<file path="src/rtl/idu.sv">
// Instruction decode unit: latches one IFU instruction, decodes it in one cycle and
// holds registered operands on idu_done until alu_done. Optional macro IDU_ILLEGAL_TRAP_EN.
module idu (
  input  logic        clk,
  input  logic        rst_n,
  input  logic        ifu_valid,
  input  logic [31:0] ifu_inst,
  input  logic [31:0] ifu_pc,
  output logic        idu_ready,
  output logic [4:0]  rs1_addr,
  output logic [4:0]  rs2_addr,
  input  logic [31:0] rs1_data,
  input  logic [31:0] rs2_data,
  input  logic [31:0] csr_rdata,
  output logic [11:0] csr_addr,
  output logic [31:0] instruction,
  output logic [4:0]  alu_ctrl,
  output logic [31:0] src1,
  output logic [31:0] src2,
  output logic [31:0] csr_input,
  output logic [31:0] imm,
  output logic [31:0] link_addr,
  output logic [4:0]  rd,
  output logic        rf_wen,
  output logic        is_branch,
  output logic        is_jump,
  output logic        is_load,
  output logic        is_store,
  output logic        is_csr,
  output logic        illegal,
  output logic        idu_done,
  input  logic        alu_done,
  output logic [1:0]  dbg_state
);

  // Handshake: idu_ready accepts ifu_valid at a posedge in IDLE; idu_done holds all
  // decode outputs stable until a posedge samples alu_done high.
  typedef enum logic [1:0] {IDLE = 2'd0, DECODE = 2'd1, ISSUE = 2'd2, HALT = 2'd3} state_t;

  localparam logic [6:0] OP_R      = 7'b0110011;
  localparam logic [6:0] OP_I      = 7'b0010011;
  localparam logic [6:0] OP_LOAD   = 7'b0000011;
  localparam logic [6:0] OP_STORE  = 7'b0100011;
  localparam logic [6:0] OP_LUI    = 7'b0110111;
  localparam logic [6:0] OP_AUIPC  = 7'b0010111;
  localparam logic [6:0] OP_JAL    = 7'b1101111;
  localparam logic [6:0] OP_JALR   = 7'b1100111;
  localparam logic [6:0] OP_BRANCH = 7'b1100011;
  localparam logic [6:0] OP_SYSTEM = 7'b1110011;

  state_t      state_q, state_d;
  logic [31:0] inst_q, pc_q;
  logic [4:0]  alu_ctrl_q, rd_q;
  logic [31:0] src1_q, src2_q, imm_q, csr_input_q, link_addr_q;
  logic        rf_wen_q, is_branch_q, is_jump_q, is_load_q, is_store_q, is_csr_q;

  logic [4:0]  d_alu;
  logic [31:0] d_src1, d_src2, d_imm;
  logic        d_wr, d_br, d_jmp, d_ld, d_st, d_csr, d_bad;
  logic [2:0]  f3;
  logic        f7_zero, f7_alt;
  logic [31:0] imm_i, imm_s, imm_b, imm_u, imm_j, shamt;

  assign f3      = inst_q[14:12];
  assign f7_zero = (inst_q[31:25] == 7'h00);
  assign f7_alt  = (inst_q[31:25] == 7'h20);
  assign imm_i   = {{20{inst_q[31]}}, inst_q[31:20]};
  assign imm_s   = {{20{inst_q[31]}}, inst_q[31:25], inst_q[11:7]};
  assign imm_b   = {{19{inst_q[31]}}, inst_q[31], inst_q[7], inst_q[30:25], inst_q[11:8], 1'b0};
  assign imm_u   = {inst_q[31:12], 12'b0};
  assign imm_j   = {{11{inst_q[31]}}, inst_q[31], inst_q[19:12], inst_q[20], inst_q[30:21], 1'b0};
  assign shamt   = {27'b0, inst_q[24:20]};

  always_comb begin
    d_alu  = 5'b00000;
    d_src1 = rs1_data;
    d_src2 = rs2_data;
    d_imm  = 32'b0;
    d_wr   = 1'b0;
    d_br   = 1'b0;
    d_jmp  = 1'b0;
    d_ld   = 1'b0;
    d_st   = 1'b0;
    d_csr  = 1'b0;
    d_bad  = 1'b0;
    case (inst_q[6:0])
      OP_R: begin
        d_wr = 1'b1;
        case (f3)
          3'b000: begin d_alu = f7_alt ? 5'b00010 : 5'b00000; d_bad = !(f7_zero || f7_alt); end
          3'b001: begin d_alu = 5'b01000; d_bad = !f7_zero; end
          3'b010: begin d_alu = 5'b01100; d_bad = !f7_zero; end
          3'b011: begin d_alu = 5'b00100; d_bad = !f7_zero; end
          3'b100: begin d_alu = 5'b00101; d_bad = !f7_zero; end
          3'b101: begin d_alu = f7_alt ? 5'b01001 : 5'b01010; d_bad = !(f7_zero || f7_alt); end
          3'b110: begin d_alu = 5'b00110; d_bad = !f7_zero; end
          default: begin d_alu = 5'b00111; d_bad = !f7_zero; end
        endcase
      end
      OP_I: begin
        d_wr   = 1'b1;
        d_src2 = imm_i;
        d_imm  = imm_i;
        case (f3)
          3'b000: d_alu = 5'b00000;
          3'b010: d_alu = 5'b01100;
          3'b011: d_alu = 5'b00100;
          3'b100: d_alu = 5'b00101;
          3'b110: d_alu = 5'b00110;
          3'b111: d_alu = 5'b00111;
          3'b001: begin d_alu = 5'b10011; d_src2 = shamt; d_bad = !f7_zero; end
          default: begin
            d_alu  = f7_alt ? 5'b10100 : 5'b10101;
            d_src2 = shamt;
            d_bad  = !(f7_zero || f7_alt);
          end
        endcase
      end
      OP_LOAD: begin
        d_wr = 1'b1; d_ld = 1'b1; d_src2 = imm_i; d_imm = imm_i;
        d_bad = (f3 == 3'b011) || (f3 == 3'b110) || (f3 == 3'b111);
      end
      OP_STORE: begin
        d_st = 1'b1; d_src2 = imm_s; d_imm = imm_s;
        d_bad = f3[2] || (f3 == 3'b011);
      end
      OP_LUI:   begin d_wr = 1'b1; d_alu = 5'b00001; d_src2 = imm_u; d_imm = imm_u; end
      OP_AUIPC: begin d_wr = 1'b1; d_src1 = pc_q; d_src2 = imm_u; d_imm = imm_u; end
      OP_JAL:   begin d_wr = 1'b1; d_jmp = 1'b1; d_src1 = pc_q; d_src2 = imm_j; d_imm = imm_j; end
      OP_JALR: begin
        d_wr = 1'b1; d_jmp = 1'b1; d_alu = 5'b00011; d_src2 = imm_i; d_imm = imm_i;
        d_bad = (f3 != 3'b000);
      end
      OP_BRANCH: begin
        d_br  = 1'b1;
        d_imm = imm_b;
        case (f3)
          3'b000: d_alu = 5'b01101;
          3'b001: d_alu = 5'b10010;
          3'b100: d_alu = 5'b10000;
          3'b101: d_alu = 5'b01110;
          3'b110: d_alu = 5'b10001;
          3'b111: d_alu = 5'b01111;
          default: d_bad = 1'b1;
        endcase
      end
      OP_SYSTEM: begin
        d_wr = 1'b1; d_csr = 1'b1; d_src2 = csr_rdata; d_imm = imm_i;
        case (f3)
          3'b010: d_alu = 5'b10110;
          3'b001: d_alu = 5'b10111;
          default: d_bad = 1'b1;
        endcase
      end
      default: d_bad = 1'b1;
    endcase
    // An undecodable instruction degrades to a harmless non-writing add.
    if (d_bad) begin
      d_alu  = 5'b00000;
      d_src1 = rs1_data;
      d_src2 = rs2_data;
      d_imm  = 32'b0;
      d_wr   = 1'b0;
      d_br   = 1'b0;
      d_jmp  = 1'b0;
      d_ld   = 1'b0;
      d_st   = 1'b0;
      d_csr  = 1'b0;
    end
  end

  always_comb begin
    state_d = state_q;
    case (state_q)
      IDLE:   if (ifu_valid) state_d = DECODE;
`ifdef IDU_ILLEGAL_TRAP_EN
      DECODE: state_d = d_bad ? HALT : ISSUE;
`else
      DECODE: state_d = ISSUE;
`endif
      ISSUE:  if (alu_done) state_d = IDLE;
      default: state_d = HALT;
    endcase
  end

  always_ff @(posedge clk or negedge rst_n) begin
    if (!rst_n) state_q <= IDLE;
    else        state_q <= state_d;
  end

  always_ff @(posedge clk or negedge rst_n) begin
    if (!rst_n) begin
      inst_q      <= 32'b0;
      pc_q        <= 32'b0;
      alu_ctrl_q  <= 5'b0;
      src1_q      <= 32'b0;
      src2_q      <= 32'b0;
      imm_q       <= 32'b0;
      csr_input_q <= 32'b0;
      link_addr_q <= 32'b0;
      rd_q        <= 5'b0;
      rf_wen_q    <= 1'b0;
      is_branch_q <= 1'b0;
      is_jump_q   <= 1'b0;
      is_load_q   <= 1'b0;
      is_store_q  <= 1'b0;
      is_csr_q    <= 1'b0;
    end else if (state_q == IDLE) begin
      if (ifu_valid) begin
        inst_q <= ifu_inst;
        pc_q   <= ifu_pc;
      end
    end else if (state_q == DECODE) begin
      alu_ctrl_q  <= d_alu;
      src1_q      <= d_src1;
      src2_q      <= d_src2;
      imm_q       <= d_imm;
      csr_input_q <= csr_rdata;
      link_addr_q <= pc_q + 32'd4;
      rd_q        <= d_wr ? inst_q[11:7] : 5'b0;
      rf_wen_q    <= d_wr && (inst_q[11:7] != 5'b0);
      is_branch_q <= d_br;
      is_jump_q   <= d_jmp;
      is_load_q   <= d_ld;
      is_store_q  <= d_st;
      is_csr_q    <= d_csr;
    end
  end

`ifdef IDU_ILLEGAL_TRAP_EN
  logic illegal_q;
  always_ff @(posedge clk or negedge rst_n) begin
    if (!rst_n)                 illegal_q <= 1'b0;
    else if (state_q == DECODE) illegal_q <= d_bad;
  end
  assign illegal = illegal_q;
`else
  assign illegal = 1'b0;
`endif

  assign idu_ready   = (state_q == IDLE);
  assign idu_done    = (state_q == ISSUE);
  assign dbg_state   = state_q;
  assign rs1_addr    = inst_q[19:15];
  assign rs2_addr    = inst_q[24:20];
  assign csr_addr    = inst_q[31:20];
  assign instruction = inst_q;
  assign alu_ctrl    = alu_ctrl_q;
  assign src1        = src1_q;
  assign src2        = src2_q;
  assign imm         = imm_q;
  assign csr_input   = csr_input_q;
  assign link_addr   = link_addr_q;
  assign rd          = rd_q;
  assign rf_wen      = rf_wen_q;
  assign is_branch   = is_branch_q;
  assign is_jump     = is_jump_q;
  assign is_load     = is_load_q;
  assign is_store    = is_store_q;
  assign is_csr      = is_csr_q;

endmodule
</file>
<file path="config.mk">
export PLATFORM = sky130hd
export DESIGN_NAME = idu
export DESIGN_NICKNAME = d
export VERILOG_FILES = /design/src/rtl/idu.sv
export SDC_FILE = /design/constraint.sdc
export NUM_CORES = 1
export LEC_CHECK = 0
export BUFFER_PORTS_ARGS = -buffer_cell sky130_fd_sc_hd__buf_2
export CORE_MARGIN = 1
export CORE_UTILIZATION = 34
export CTS_CLUSTER_DIAMETER = 40
export DETAILED_ROUTE_END_ITERATION = 16
export PLACE_DENSITY_LB_ADDON = 0.08
export RECOVER_POWER = 100
export SLEW_MARGIN = 10
export SYNTH_ARGS = -nofsm -noshare
export SYNTH_HDL_FRONTEND = slang
export SYNTH_SLANG_ARGS = --single-unit
</file>
<file path="constraint.sdc">
create_clock -name clk -period 4.9 [get_ports clk]
set_input_delay 0.98 -clock clk [delete_from_list [all_inputs] [get_ports clk]]
set_output_delay 0.98 -clock clk [all_outputs]
set_load 0.05 [all_outputs]
</file>
# Word-level counts from Yosys, hierarchy flattened
# Index checks and enable logic that the tools add are counted.
[totals]
register_bits = 242
word_cells = 103
input_bits = 164
[op_classes]
n_eq_ne = 22
bitwise_logic = 1
n_mux = 37
n_reduce_logical = 26
add_sub_neg = 1
[op_table]
columns = ["cell", "count"]
rows = [
  ["32-bit one-hot mux with 6 select lines", 1],
  ["32-bit 2-to-1 mux", 5],
  ["32-bit one-hot mux with 5 select lines", 1],
  ["5-bit one-hot mux with 6 select lines", 2],
  ["5-bit one-hot mux with 7 select lines", 1],
  ["32-bit by 3-bit adder with 32-bit output (second input constant)", 1],
  ["7-bit by 6-bit == test with 1-bit output (second input constant)", 4],
  ["7-bit == test (second input constant)", 4],
  ["4-bit one-hot mux with 7 select lines", 1],
  ["1-bit 2-to-1 mux", 16],
  ["7-bit by 5-bit == test with 1-bit output (second input constant)", 2],
  ["3-bit == test (second input constant)", 4],
  ["2-bit OR reduction", 6],
  ["6-bit OR reduction", 2],
  ["5-bit 2-to-1 mux", 2],
  ["5-bit one-hot mux with 2 select lines", 1],
  ["2-bit 2-to-1 mux", 4],
  ["1-bit one-hot mux with 8 select lines", 1],
  ["8-bit OR reduction", 1],
  ["7-bit by 2-bit == test with 1-bit output (second input constant)", 1],
  ["7-bit zero test", 1],
  ["3-bit by 2-bit == test with 1-bit output (second input constant)", 2],
  ["2-bit one-hot mux with 3 select lines", 1],
  ["2-bit AND reduction", 3],
  ["other kinds (16)", 20],
]

# Longest topological paths before layout
# Gate-level depths: netlist (run 1).
[depth]
ltp_word = 7
mapped_depth = 10

# Least setup slack after synthesis (run 1)
# No wires, ideal clock.
[synth_timing]
path_type = "register to register"
from = "reg inst_q[4] (netlist: instruction[4])"
to = "reg alu_ctrl_q[0] (netlist: alu_ctrl[0])"
stages_incl_launch_ff = 9
t_arrival_ns = 2.889
slack_ns = 1.925
n_path_buf = 2
setup_time_ns = 0.086
required_ns = 4.814
cell_sequence = "dfrtp_1 > buf_2 > nor2b_1 > a32oi_1 > a211o_1 > or4_1 > buf_2 > or4b_4 > a32oi_1"
[synth_via]
elab_chain_len = 4
word_cells_on_any_way = 14
[synth_rtl]
columns = ["element", "line", "source"]
rows = [
  ["from (decl)", "52", "logic [31:0] inst_q, pc_q;"],
  ["from (signal assigned)", "210", "inst_q <= ifu_inst;"],
  ["7-bit == test (tied with other cells)", "86", "case (inst_q[6:0])"],
  ["3-bit OR reduction (no source line)", "n/a", ""],
  ["1-bit one-hot mux with 8 select lines", "86", ""],
  ["5-bit 2-to-1 mux *", "158", "if (d_bad) begin"],
  ["to (signal assigned)", "214", "alu_ctrl_q <= d_alu;"],
  ["to (decl)", "53", "logic [4:0] alu_ctrl_q, rd_q;"],
]
# Every way passes the cells marked *; elsewhere a longest branch is shown, timed or not.
# A chain may end at the register's enable or synchronous reset.

# Worst setup path in the final report (run 1)
[layout_timing]
from = "reg state_q[1] (netlist: dbg_state[1])"
to = "reg src2_q[8] (netlist: src2[8])"
[layout_via]
elab_chain_len = 3
word_cells_on_any_way = 4
[layout_rtl]
columns = ["element", "line", "source"]
rows = [
  ["from (decl)", "51", "state_t state_q, state_d;"],
  ["from (signal assigned)", "188", "else state_q <= state_d;"],
  ["2-bit zero test", "208", "end else if (state_q == IDLE) begin"],
  ["1-bit inverter (no source line)", "n/a", ""],
  ["2-bit AND reduction (no source line) *", "n/a", ""],
  ["to (signal assigned)", "216", "src2_q <= d_src2;"],
  ["to (decl)", "54", "logic [31:0] src1_q, src2_q, imm_q, csr_input_q, link_addr_q;"],
]
# Marked as above.

==> results of run 1 <==
## final cells by class
class,instances,area (sq um)
fillers,3355,17900
flip-flops and latches,242,6060
multi-input cells,675,4750
repair buffers,412,1810
clock buffers,63,1340
well taps,442,553
clock inverters,22,263
inverters,20,75.1
diodes,2,5.00
## worst max-delay path, stage by stage, from the launching register on
cell      delay [ns]
dfrtp_1         0.41
inv_1           0.12
ha_1            0.19
clkbuf_4        1.65
o41ai_2         0.73
buf_4           0.44
o221a_2         0.28
## stage by stage
step                      setup slack [ns]  power (mW)
after floorplan                       1.92        8.45
after global placement                1.33        10.1
after detailed placement              1.20        10.2
after CTS                             1.19        13.4
after global routing                 0.564        13.8
final                                0.941        13.1
## flip-flops by register name (all words and copies together), names as in the netlist, 2 cells and up
name / flops
alu_ctrl: 5
csr_input: 32
dbg_state: 2
imm: 32
instruction: 32
link_addr: 32
pc_q: 32
rd: 5
src1: 32
src2: 32
## cell families (layout without fill, tap and decap cells)
group / after synthesis / after routing / synth area share
AOI/OAI and AO/OA: 272 / 272 / 0.162
xor gates and xnor gates: 29 / 29 / 0.0224
adders and majority gates: 5 / 5 / 0.00551
buffers and inverters: 120 / 517 / 0.0487
DFF: 242 / 242 / 0.533
muxes: 136 / 136 / 0.131
other: 1 / 3 / 0.000330
and+or+nand+nor: 232 / 232 / 0.0965
## report_power, final
part / switching (mW) / leakage (nW) / internal (mW)
clock: 1.07 / 0.790 / 2.17
sequential: 0.977 / 2.89 / 2.84
combinational: 4.61 / 2.73 / 1.48
total: 6.66 / 6.41 / 6.49
## layer usage
layer / up-vias / routed length (um) / global-route usage
met3: 60 / 3500 / 0.0713
met4: 10 / 804 / 0.0608
met2: 427 / 18200 / 0.366
met5: - / 68 / 0
met1: 4734 / 17900 / 0.314
li1: 4487 / - / -
## how the worst max path moves through the flow
stage                        to  depth (start not counted)
floorplan           alu_ctrl[0]                          8
global placement         imm[6]                          7
detailed placement       imm[5]                          7
CTS                      imm[5]                          7
global route            src2[8]                          6
finish                  src2[8]                          6
## cells in the final DEF, fill, tap and decap left out, types with 37 or more instances in the layout
cell type / instances
clkbuf_1: 242
nand2_1: 49
dfrtp_1: 242
buf_2: 162
o2bb2ai_1: 39
mux2_2: 98
nor2_1: 106
mux2i_1: 37
a21oi_1: 104
clkbuf_16: 47
==> flow_summary.toml, run 1 <==
[timing]
rsz0062_at_grt = "no"
finalHoldViolations = 0
skew_ns = 0.0109
finalCritPeriodShare = 0.808
setup-violations-final = 0
max_freq_ghz = 0.253
relSlewSlack = -1.25
period_minus_slack_ns = 3.96
tightestPinTransition_ns = 3.37
whs_ns = 0.481
slew_violations = 426
tns_ns = 0

[floorplanning]
dieHeight_um = 185
dieArea_sq_um = 34100
core_sq_um = 32700
initial_utilization = 0.347
rows = 66
ioPinCount = 399
die_width_um = 185

[global_route]
antenna_found_initial = 6
grt_pass1_vias = 9494
gr-total-overflow = 0
grt.total_usage = 0.234
grt_pass1_wl_um = 59700
grt_max_degree = 195

[pwr]
power_leakage_nw = 6.41
peakVddDrop_mv = 0.571
power_density_nw_per_um2 = 886

[drt]
ant_nets = 0
drt-initial-drc-count = 496
via_per_inst = 5.17
dr.pass1.iters = 6
post_drt_wl_per_cell_um = 21.6
vias = 9718
drc = 0
drt-total-wl_um = 40500

[critical_path]
required_ns = 5.30
arrival_ns = 4.36
path_class = "reg -> reg"
r2r_start = "dbg_state[1]"
rr_endpoint = "src2[8]"
crit_path_end_kind = "register"
r2r_slack_ns = 0.94
worst-path-max-fanout = 194
cp-start-kind = "register"
r2r_cells = 6
worstSetupStartpoint = "dbg_state[1]"

[yosys]
syn_avg_cell_area_sq_um = 10.9
ys.flop_type = "dfrtp_1"
ys_seq_area_frac = 0.533
yosys.area.top_type_share = 0.533
synth_edf_count = 0
synth_seq_cells = 242
synth_area_sq_um = 11400
synth_nets = 1206
synth_most_common_cell = "dfrtp_1"
synth_commonest_cells = "dfrtp_1, nor2_1, a21oi_1"
synth_cell_types = 68
synthCells = 1037
yosysWarnings = 0
ys_async_sr_fraction = 1.00
synth_top_cells_by_area = "dfrtp_1, mux2_2, a21oi_1"
synth_area_leader_cell = "dfrtp_1"

[place]
dpl_cell_area_sq_um = 13600
place.detailed.hpwl_um = 28400
dp.cells = 1791
gp_congestion = 0.872
io_buffer_count = 397

[clocking]
clk_latency_ns = 0.53
numCtsBuffers = 46
clk_pin_slew_ns = 0.05
cts_resized = 0
htreeDepth = 2
cts_buffer_depth = 3
clock_sinks = 242
cts_tree = "yes"
cts_setup_buffers = 0
postCtsHoldBufs = 0
cts-root-buf = "clkbuf_16"

[layout]
final_nets = 1566
drive_gt1_frac = 0.257
syn_to_final_growth_pct = 30.7
final_core_util = 0.454
final_area_sq_um = 14800
layout.cells.non_filler = 1878

[status]
outcome = "finished, violations left"
violations = "max-capacitance violations, max-slew violations"

[hold_path]
hold_depth = 1
min_to = "imm[20]"
worstHoldStart = "imm[20]"
holdCritPathClass = "reg -> reg"

[job]
max_cap_viol_count = 4
(Power assumes the default switching activity.)
==> inputs of run 2 (changes only) <==
Clock period 4.9 ns to 3.6 ns, I/O delays scaled along.
==> flow_summary.toml, run 2 (synthesis gave the netlist of run 1 again) <==
[status]
outcome = "finished, violations left"
violations = "max-capacitance violations, max-slew violations"

[timing]
relSlewSlack = -0.759
rsz0062_at_grt = "no"
fin_ws_ns = 0.324
whs_ns = 0.430
skew_ns = 0.0124
tns_ns = 0
setup-violations-final = 0
period_minus_slack_ns = 3.28
finalHoldViolations = 0
tightestPinTransition_ns = 2.64
finalCritPeriodShare = 0.910
max_freq_ghz = 0.305
slew_violations = 126

[clocking]
cts_resized = 0
htreeDepth = 2
cts_setup_buffers = 0
clk_pin_slew_ns = 0.05
clock_sinks = 242
cts-root-buf = "clkbuf_16"
clk_latency_ns = 0.52
postCtsHoldBufs = 0
numCtsBuffers = 47
cts_tree = "yes"
cts_buffer_depth = 3

[place]
place.detailed.hpwl_um = 28600
io_buffer_count = 397
place_ws_ns = 0.426
gp_congestion = 0.847
dpl_cell_area_sq_um = 13800
dp.cells = 1807

[floorplanning]
ioPinCount = 399
dieArea_sq_um = 34100
die_width_um = 185
initial_utilization = 0.347
dieHeight_um = 185
rows = 66
core_sq_um = 32700

[hold_path]
worstHoldStart = "ifu_inst[31]"
holdCritPathClass = "in -> reg"
hold_depth = 2
min_to = "instruction[31]"

[drt]
drc = 0
via_per_inst = 5.10
drt-total-wl_um = 40500
vias = 9662
drt-initial-drc-count = 536
ant_nets = 0
post_drt_wl_per_cell_um = 21.4
dr.pass1.iters = 7

[layout]
drive_gt1_frac = 0.268
mostFrequentLayoutCell = "dfrtp_1"
syn_to_final_growth_pct = 33.0
final_area_sq_um = 15100
layout.cells.non_filler = 1896
layout_common_cells = "dfrtp_1, clkbuf_1, buf_2"
final_core_util = 0.462
final_nets = 1583

[critical_path]
cp-start-kind = "register"
r2r_slack_ns = 0.32
rr_endpoint = "src2[15]"
cp_num_cells = 6
worst-path-max-fanout = 17
path_buf_inv = 0
path_class = "reg -> reg"
arrival_ns = 3.63
r2r_start = "instruction[6]"
worstSetupStartpoint = "instruction[6]"
r2r_cells = 6
cp_cell_sequence = "nor2b_1 -> a32oi_1 -> a211o_1 -> nor4_1 -> nor3b_2 -> a21oi_1"
crit_slowest_cell = "nor4_1"
max_stage_delay_ns = 0.68
cpLargestDelayFamily = "simple AND/OR/NAND/NOR gates"
required_ns = 3.96
crit_path_end_kind = "register"

[pwr]
finalPower_mw = 18.2
peakVddDrop_mv = 0.659
power_density_nw_per_um2 = 1200
power_leakage_nw = 6.55

[global_route]
grt_pass1_wl_um = 60700
grt.total_usage = 0.236
gr-total-overflow = 0
grt_pass1_vias = 9697
grt_max_degree = 188
antenna_found_initial = 7

[job]
max_cap_viol_count = 2
-- run 2: cell types whose count changed in the layout (fill, tap and decap cells not counted), sizes merged --
cell	change
clkinvlp	+2
inv	+3
bufinv	+3
diode	+2
clkbuf	-6
clkinv	-2
buf	+16
-- run 2: power by group --
group / switching (mW) / internal, mW
Combinational: 6.44 / 2.05
Clock: 1.50 / 3.12
Sequential: 1.20 / 3.87
-- run 2: per-layer routing --
metal,routed length (um),global-route usage,vias up
met5,55,0,-
met4,580,0.0489,8
met3,3300,0.0690,54
met2,18400,0.378,388
met1,18200,0.316,4672
li1,-,-,4540
-- run 2: how the worst max path moves through the flow --
| stage | slack [ns] | end |
|---|---|---|
| finish | 0.32 | src2[15] |
| floorplan | 0.62 | alu_ctrl[0] |
| global route | 0.12 | src2[12] |
| global placement | 0.51 | rd[1] |
| detailed placement | 0.43 | rf_wen |
| CTS | 0.42 | rd[0] |
-- run 2: final cells by class --
type                       count  area, sq um
timing repair buffer         428         1980
multi-input combinational    675         4750
inverter                      20         75.1
antenna                        4         10.0
fill                        3280        17600
sequential                   242         6060
clock inverter                28          388
clock buffer                  57         1280
tap                          442          553
-- run 2: worst reg2reg max path: stages (launching register included) --
cell	delay, ns
dfrtp_1	0.58
nor2b_1	0.47
a32oi_1	0.19
a211o_1	0.38
nor4_1	0.69
nor3b_2	0.67
a21oi_1	0.16
==> inputs of run 3 (changes only) <==
Clock period 3.6 ns to 4.2 ns, I/O delays scaled along.
==> flow_summary.toml, run 3 (synthesis gave the netlist of run 1 again) <==
[critical_path]
cp-start-kind = "register"
crit_path_end_kind = "register"
path_class = "reg -> reg"
required_ns = 4.63
arrival_ns = 3.94
worst-path-max-fanout = 20

[place]
io_buffer_count = 397
dp.cells = 1796
dpl_cell_area_sq_um = 13700
place.detailed.hpwl_um = 28100
gp_congestion = 0.844

[drt]
dr.pass1.iters = 4
ant_nets = 0
drt-total-wl_um = 39800
vias = 9602
drc = 0
post_drt_wl_per_cell_um = 21.2
drt-initial-drc-count = 525
via_per_inst = 5.11

[timing]
tightestPinTransition_ns = 2.63
slew_violations = 244
finalHoldViolations = 0
max_freq_ghz = 0.285
tns_ns = 0
setup-violations-final = 0
finalCritPeriodShare = 0.836
period_minus_slack_ns = 3.51
skew_ns = 0.0224
relSlewSlack = -0.754
rsz0062_at_grt = "no"

[clocking]
clock_sinks = 242
cts_buffer_depth = 3
postCtsHoldBufs = 0
numCtsBuffers = 43
cts-root-buf = "clkbuf_16"
cts_setup_buffers = 0
cts_resized = 0
clk_latency_ns = 0.53
htreeDepth = 2
clk_pin_slew_ns = 0.05
cts_tree = "yes"

[pwr]
peakVddDrop_mv = 0.589
power_density_nw_per_um2 = 1020
swShare = 0.514
p_int_mw = 7.37
p_seq_frac = 0.287
power_frac_clock = 0.238
power.switching_mw = 7.81
finalPower_mw = 15.2
power_leakage_nw = 6.40
combPwrFrac = 0.474

[floorplanning]
die_width_um = 185
rows = 66
initial_utilization = 0.347
dieArea_sq_um = 34100
dieHeight_um = 185
ioPinCount = 399
core_sq_um = 32700

[layout]
drive_gt1_frac = 0.262
layout_common_cells = "dfrtp_1, clkbuf_1, buf_2"
mostFrequentLayoutCell = "dfrtp_1"
syn_to_final_growth_pct = 30.6
final_area_sq_um = 14800
final_nets = 1568
layout.cells.non_filler = 1879

[status]
violations = "max-capacitance violations, max-slew violations"
outcome = "finished, violations left"

[global_route]
antenna_found_initial = 8
grt_pass1_wl_um = 59300
grt_max_degree = 195
gr-total-overflow = 0
grt_pass1_vias = 9447
grt.total_usage = 0.229

[hold_path]
holdCritPathClass = "in -> async"

[job]
max_cap_viol_count = 3
run 3: cell count changes in the layout (fill, tap and decap cells not counted), moves of 2 or more:
cell	change
clkbuf_8	-2
bufinv_16	-3
buf_4	-10
buf_12	-4
clkbuf_16	-3
clkinv_2	+2
run 3: routing by layer:
metal  routed length, um  global-route usage
met4                 718              0.0615
met3                3600              0.0741
met1               17600               0.309
met5                  69                   0
met2               17800               0.352
run 3: worst max-delay path: stages (launching register included):
cell and delay, ns:
dfrtp_1 0.70, nor2b_1 0.52, a32oi_1 0.18, a211o_1 0.42, o41ai_4 0.74, clkbuf_2 0.54, nor2_1 0.08, a211oi_1 0.23
run 3: power by group through the flow:
stage                     sequential (mW)  clock (mW)  combinational [mW]
after floorplan                      6.83           0                3.03
after global placement               4.35           0                7.49
after detailed placement             4.37           0                7.52
after CTS                            4.35        3.70                7.53
after global routing                 4.52        3.80                7.66
final                                4.36        3.62                7.20
run 3: cell type report:
cell class                 instances  area [sq um]
timing repair buffer             417          1850
clock inverter                    30           343
inverter                          20          75.1
fill                            3265         17900
tap                              442           553
antenna                            3          7.51
multi-input combinational        675          4770
clock buffer                      50          1170
sequential                       242          6060
run 3: worst paths after layout:
path	cells after the start	startpoint	slack, ns	end
worst min register to register	2	src2[3]	0.49	src2[3]
max in group asynchronous	2	rst_n	0.98	src1[31]
worst min-delay path	1	rst_n	0.25	instruction[22]
min in group clk	2	src2[3]	0.49	src2[3]
worst max-delay path	7	instruction[4]	0.69	src2[30]
worst max register to register	7	instruction[4]	0.69	src2[30]
run 3: metrics by stage:
step | setup WS (ns) | hold slack (ns) | util
after floorplan | 1.22 | 0.496 | -
after global placement | 0.984 | 0.465 | 0.418
after detailed placement | 0.913 | 0.473 | 0.418
after CTS | 0.905 | 0.274 | 0.464
after global routing | 0.333 | 0.285 | 0.453
final | 0.688 | 0.246 | 0.453
